**src/rtl/csr_dense_streamer.sv**
```systemverilog
// -----------------------------------------------------------------------------
// csr_dense_streamer
//
// Captures a CSR matrix (non-zero values NV, column indices CI, row pointers RP)
// when start is accepted, then streams it out as a dense row-major matrix, one
// element per valid/ready beat. Positions with no stored entry come out as 0.
// Each row costs one setup bubble followed by one beat per column.
//
// Ports
//   clk_i            clock, all state changes on the rising edge
//   rst_i            synchronous active-high reset
//   start_i          capture arrays and begin (honoured only while idle)
//   rows_i           row count, 0..MAX_NNZ-1 (0 finishes with no beats)
//   cols_i           column count, 1..MAX_NNZ (0 means MAX_NNZ)
//   NV_i/CI_i/RP_i   CSR arrays: values, column indices, row pointers
//   data_o           dense element value
//   row_o/col_o      coordinates of data_o
//   valid_o/ready_i  element beat handshake
//   last_row_elem_o  beat is the final column of its row
//   last_o           beat is the final element of the matrix
//   busy_o           high from start acceptance until the done cycle
//   done_o           one-cycle pulse after the final beat is accepted
//   err_o            sticky malformed-CSR flag, cleared by the next start
// -----------------------------------------------------------------------------
module csr_dense_streamer #(
  parameter int DATA_W  = 32,
  parameter int MAX_NNZ = 16,
  parameter int IDX_W   = 4
) (
  input  logic              clk_i,
  input  logic              rst_i,
  input  logic              start_i,
  input  logic [IDX_W-1:0]  rows_i,
  input  logic [IDX_W:0]    cols_i,
  input  logic [DATA_W-1:0] NV_i [MAX_NNZ],
  input  logic [IDX_W-1:0]  CI_i [MAX_NNZ],
  input  logic [IDX_W-1:0]  RP_i [MAX_NNZ],
  output logic [DATA_W-1:0] data_o,
  output logic [IDX_W-1:0]  row_o,
  output logic [IDX_W-1:0]  col_o,
  output logic              valid_o,
  input  logic              ready_i,
  output logic              last_row_elem_o,
  output logic              last_o,
  output logic              busy_o,
  output logic              done_o,
  output logic              err_o
);

  localparam logic [1:0] S_IDLE      = 2'd0;
  localparam logic [1:0] S_ROW_SETUP = 2'd1;
  localparam logic [1:0] S_EMIT      = 2'd2;
  localparam logic [1:0] S_DONE      = 2'd3;

  localparam logic [IDX_W:0] COLS_MAX = (IDX_W+1)'(MAX_NNZ);

  logic [1:0]        state;
  logic [DATA_W-1:0] nv_q [MAX_NNZ];
  logic [IDX_W-1:0]  ci_q [MAX_NNZ];
  logic [IDX_W-1:0]  rp_q [MAX_NNZ];
  logic [IDX_W-1:0]  rows_q;
  logic [IDX_W:0]    cols_q;
  logic [IDX_W-1:0]  r;      // current row
  logic [IDX_W-1:0]  k;      // next unconsumed entry of the current row
  logic [IDX_W-1:0]  kend;   // one past the last entry of the current row
  logic [IDX_W:0]    c;      // current column, one extra bit so cols=MAX_NNZ fits

  logic              emit;
  logic              hit;
  logic              last_col;
  logic              last_row;
  logic [IDX_W-1:0]  r_next;
  logic [IDX_W-1:0]  k_after;

  // NOTE: every signal written in always_comb gets a default first, so no
  // path leaves it unassigned and no latch is inferred.
  always_comb begin
    emit     = (state == S_EMIT);
    hit      = 1'b0;
    r_next   = r + IDX_W'(1);
    last_col = (c == cols_q - (IDX_W+1)'(1));
    last_row = (r == rows_q - IDX_W'(1));
    if (k < kend) begin
      hit = ({1'b0, ci_q[k]} == c);
    end
    k_after = hit ? k + IDX_W'(1) : k;

    // Beat outputs derive purely from held state, so they stay stable for as
    // long as the sink stalls.
    valid_o         = emit;
    data_o          = '0;
    row_o           = '0;
    col_o           = '0;
    last_row_elem_o = 1'b0;
    last_o          = 1'b0;
    if (emit) begin
      data_o          = hit ? nv_q[k] : '0;
      row_o           = r;
      col_o           = c[IDX_W-1:0];
      last_row_elem_o = last_col;
      last_o          = last_col && last_row;
    end
  end

  // NOTE: sequential state uses non-blocking assignments only, so every
  // register samples the pre-edge values of the others.
  always_ff @(posedge clk_i) begin
    if (rst_i) begin
      state  <= S_IDLE;
      // NOTE: the captured arrays are reset too, so a stream after reset
      // never exposes stale matrix contents.
      nv_q   <= '{default: '0};
      ci_q   <= '{default: '0};
      rp_q   <= '{default: '0};
      rows_q <= '0;
      cols_q <= '0;
      r      <= '0;
      k      <= '0;
      kend   <= '0;
      c      <= '0;
      busy_o <= 1'b0;
      done_o <= 1'b0;
      err_o  <= 1'b0;
    end else begin
      done_o <= 1'b0;
      case (state)
        S_IDLE: begin
          if (start_i) begin
            nv_q   <= NV_i;
            ci_q   <= CI_i;
            rp_q   <= RP_i;
            rows_q <= rows_i;
            cols_q <= (cols_i == '0) ? COLS_MAX : cols_i;
            r      <= '0;
            err_o  <= 1'b0;
            busy_o <= 1'b1;
            state  <= (rows_i == '0) ? S_DONE : S_ROW_SETUP;
          end
        end

        S_ROW_SETUP: begin
          k <= rp_q[r];
          c <= '0;
          // A decreasing row pointer is malformed; the row streams as empty.
          if (rp_q[r_next] < rp_q[r]) begin
            err_o <= 1'b1;
            kend  <= rp_q[r];
          end else begin
            kend  <= rp_q[r_next];
          end
          state <= S_EMIT;
        end

        S_EMIT: begin
          if (ready_i) begin
            k <= k_after;
            c <= c + (IDX_W+1)'(1);
            if (last_col) begin
              // Entries left unconsumed mean CI was unordered, duplicated or
              // outside the column range.
              if (k_after != kend) begin
                err_o <= 1'b1;
              end
              if (last_row) begin
                state <= S_DONE;
              end else begin
                r     <= r_next;
                state <= S_ROW_SETUP;
              end
            end
          end
        end

        S_DONE: begin
          done_o <= 1'b1;
          busy_o <= 1'b0;
          state  <= S_IDLE;
        end

        default: state <= S_IDLE;
      endcase
    end
  end

endmodule

```
**config.mk**
```make
export PLATFORM = sky130hd
export DESIGN_NAME = csr_dense_streamer
export DESIGN_NICKNAME = d
export VERILOG_FILES = /design/src/rtl/csr_dense_streamer.sv
export SDC_FILE = /design/constraint.sdc
export NUM_CORES = 2
export LEC_CHECK = 0
export BUFFER_PORTS_ARGS = -buffer_cell sky130_fd_sc_hd__buf_2
export CORE_AREA = 2 2 274 276
export DETAILED_ROUTE_END_ITERATION = 8
export DIE_AREA = 0 0 276 278
export SLEW_MARGIN = 20
export SYNTH_ARGS = -nofsm -noshare
export SYNTH_HDL_FRONTEND = slang
export SYNTH_SLANG_ARGS = --single-unit
```
**constraint.sdc**
```tcl
create_clock -name clk_i -period 5.05 [get_ports clk_i]
set_input_delay 0.2525 -clock clk_i [delete_from_list [all_inputs] [get_ports clk_i]]
set_output_delay 0.2525 -clock clk_i [all_outputs]
set_load 0.02 [all_outputs]
```
==> key figures <==
Die
  – Row Count: 100
  – Starting Density: 0.396
  – Die Span X: between 200 and 300 um
  – I/O pins: approximately 700
  – Die Area: ~77000 um2
  – Total core area: approximately 74000 um2
  – Vert. Die Dim: 278 um

STA
  – Tcrit/Tclk final: 0.945
  – Setup TNS: 0 ns
  – Max Clk Rate: ~0.21 GHz
  – Clock skew: 0.0201 ns
  – Max-slew headroom: 0.321
  – Slew Limit Fails: 0
  – Final hold vios: 0
  – Slew @ Worst Pin: roughly 1.0 ns
  – Minimum period implied by the final worst setup slack: about 4.8 ns
  – Unrepaired setup endpoints after global routing: false
  – # setup viols final: 0

Worst setup path
  – Startpoint Class: flip-flop
  – Arrival time at the worst endpoint: 4.52 ns
  – Slowest CP cell: a21oi_4
  – Required time of the worst setup path: ~4.8 ns
  – Crit path max fanout: 35
  – Reg2reg path depth: 9
  – Critical Path End Type: output port
  – Setup CP Type: flip-flop to output port
  – Worst Path Buf+Inv: 2
  – Worst path cell trace: mux4_1, mux4_2, xnor2_2, o2111ai_4, a21oi_4, buf_4, and3_1, buf_2
  – Slowest stage delay, CP: between 0.7 and 0.8 ns
  – Crit. path cell count: 8
  – Crit path max-delay family: multiplexers

Yosys
  – Commonest cells post-synth: 1308 x nand2_1, 671 x dfxtp_1, 662 x a21oi_1
  – Ys flop type: dfxtp_1
  – Cells after Synth: roughly 3400
  – Distinct cells, synth: around 50
  – Synth top area cells: dfxtp_1 46%, nand2_1 17%, mux4_2 16%
  – #FFs+latches synth: around 670
  – Synth Area per Inst: ~8.7 um2
  – Yosys top cell area share: 0.459
  – Cell area after synthesis: 29200 um2
  – Yosys Warn Count: 0
  – Ys async rst share: 0
  – Register area share after synthesis: 0.459
  – Mapped Nets: around 4000
  – Number of flops mapped to enable cells by yosys: 0
  – Synth area leader: dfxtp_1
  – Most common cell in the netlist: nand2_1

Clocking
  – Root Driver: clkbuf_16
  – Clk sink count: roughly 670
  – CTS Hold Bufs: 648
  – CTS tree: yes
  – Worst-skew pair later-pin latency: slightly above 0.6 ns
  – Setup bufs post-CTS: 0
  – CTS Buffer Depth: 3
  – Clock slew at reported path FFs: approximately 0.060 ns
  – CTS resizes: 0
  – Num CTS Buffers: 75
  – H-tree depth: 3

GRT
  – Gr ovfl total: 0
  – GRT Total Usage: 0.301
  – Initial antenna violation count: 36
  – Number of global-route vias before repair: between 20000 and 30000
  – First-pass GRT wire length: about 180000 um
  – Largest net degree at the start of global routing: approximately 150

Detailed routing
  – Post-DR vias/cell: roughly 5.4
  – Antenna Nets Post-Route: 0
  – Vias: 30100
  – Drt wl/cell: 21.5 um
  – DR pass1 iterations: 8
  – Residual DRC: 62
  – Total wire length: roughly 120000 um
  – DRT iter0 DRCs: just under 3000

Finish
  – Final instance area: ~43000 um2
  – Final nets: roughly 5200
  – P&R area growth vs syn: 45.5%
  – Share of cells above drive strength 1: 0.235
  – Fillers: around 6400

Power and ir drop
  – Max VDD drop: approximately 0.27 mV
  – PwrDens: ~370 nW/um2
  – Static leakage: about 0.017 uW

Run status
  – Failing checks: DRC
  – Status: complete, but fails checks

Placed design
  – Dpl hpwl: approximately 80000 um
  – Placed Area: between 30000 and 40000 um2
  – Port bufs: 698
  – Gpl congestion: ~0.92

Job
  – MaxCap Viol Count: 0

Hold path
  – Hold Path Class: input pin to flip-flop
  – Worst hold path depth: 3
[sequential cells by signal, indices dropped and copies added (netlist names), 2 cells and up]
name and count:
kend 4, nv_q 512, rp_q 64, k 4
rows_q 4, cols_q 5, c 5, ci_q 64
r 4, state 2
[where the power goes]
group / total, uW / switching (uW) / leakage, uW / internal (uW)
Sequential: 6140 / 348 / 0.00551 / 5790
Clock: 5830 / 2310 / 0.00131 / 3520
Combinational: 3620 / 2030 / 0.0103 / 1590
Total: 15600 / 4690 / 0.0171 / 10900
[area by class of cell]
type	count	area [um2]	share of cell area
multi-input cells	2394	14700	0.345
flip-flops and latches	671	13400	0.316
repair buffers	1383	10400	0.245
clock buffers	104	2200	0.0517
well taps	969	1210	0.0285
clock inverters	32	433	0.0102
diodes	31	77.6	0.00182
inverters	20	75.1	0.00177
[metal layers]
| metal | up-vias | routed length (um) | track usage |
|---|---|---|---|
| li1 | 13800 | - | - |
| met1 | 14400 | 47700 | 0.371 |
| met2 | 1456 | 57400 | 0.499 |
| met3 | 416 | 8530 | 0.0585 |
| met4 | 16 | 6890 | 0.167 |
| met5 | - | 109 | 0 |
[worst reg2reg max path: cells and delay by family (launching register included)]
kind            cells  cell delay (ns)
compound gates      5             1.66
xor+xnor            1             0.25
flops               1             0.72
mux                 3             1.41
[cell families (layout without fill, tap and decap cells)]
group                      count (synthesis)  count (layout)  synth area share
AOI/OAI and AO/OA                        699             699             0.124
xor gates and xnor gates                  21              21           0.00728
adders and majority gates                 15              15           0.00642
buffers and inverters                    304            1539            0.0395
DFF                                      671             671             0.459
muxes                                    237             237             0.174
other                                      0              31                 0
and+or+nand+nor                         1422            1422             0.190
[metrics by stage]
step           power, uW  utilization  setup WS [ns]  hold slack, ns  instances
3_3_place_gp        9380        0.452          0.897           0.439       4789
5_1_grt            16200        0.576          0.127          0.0155       5594
4_1_cts            15600        0.575          0.186          0.0201       5573
3_5_place_dp        9410        0.452          0.880           0.444       4789
6_report           15600        0.576          0.279          0.0322       5604
2_1_floorplan       8190            -          0.714           0.388       3369
[layout by cell type (no fill, tap or decap), types with 10 or more instances in the layout]
cell / netlist / final
nand2_1: 1308 / 1307
buf_2: 6 / 697
dfxtp_1: 671 / 666
a21oi_1: 662 / 662
dlygate4sd3_1: 0 / 648
mux4_2: 208 / 208
clkbuf_16: 0 / 79
and3_1: 35 / 35
diode_2: 0 / 31
buf_4: 0 / 25
mux2i_1: 23 / 23
nor2_1: 22 / 22
inv_1: 20 / 20
clkinv_2: 0 / 16
ha_1: 15 / 14
clkbuf_8: 0 / 13
and2_1: 13 / 12
clkbuf_1: 249 / 12
buf_12: 0 / 12
xnor2_1: 10 / 10
nor3_1: 10 / 10
[final timing paths]
path	startpoint	end	slack, ns
worst max-delay path	k[1]$_SDFFE_PP0P_	data_o[7]	0.28
worst min-delay path	cols_i[4]	cols_q[4]$_SDFFE_PP0P_	0.03
worst max register to register	k[1]$_SDFFE_PP0P_	err_o$_SDFFE_PP0P_	0.90
worst min register to register	nv_q[156]$_SDFFE_PP0P_	nv_q[156]$_SDFFE_PP0P_	0.45
Power figures use the tool's default switching activity.
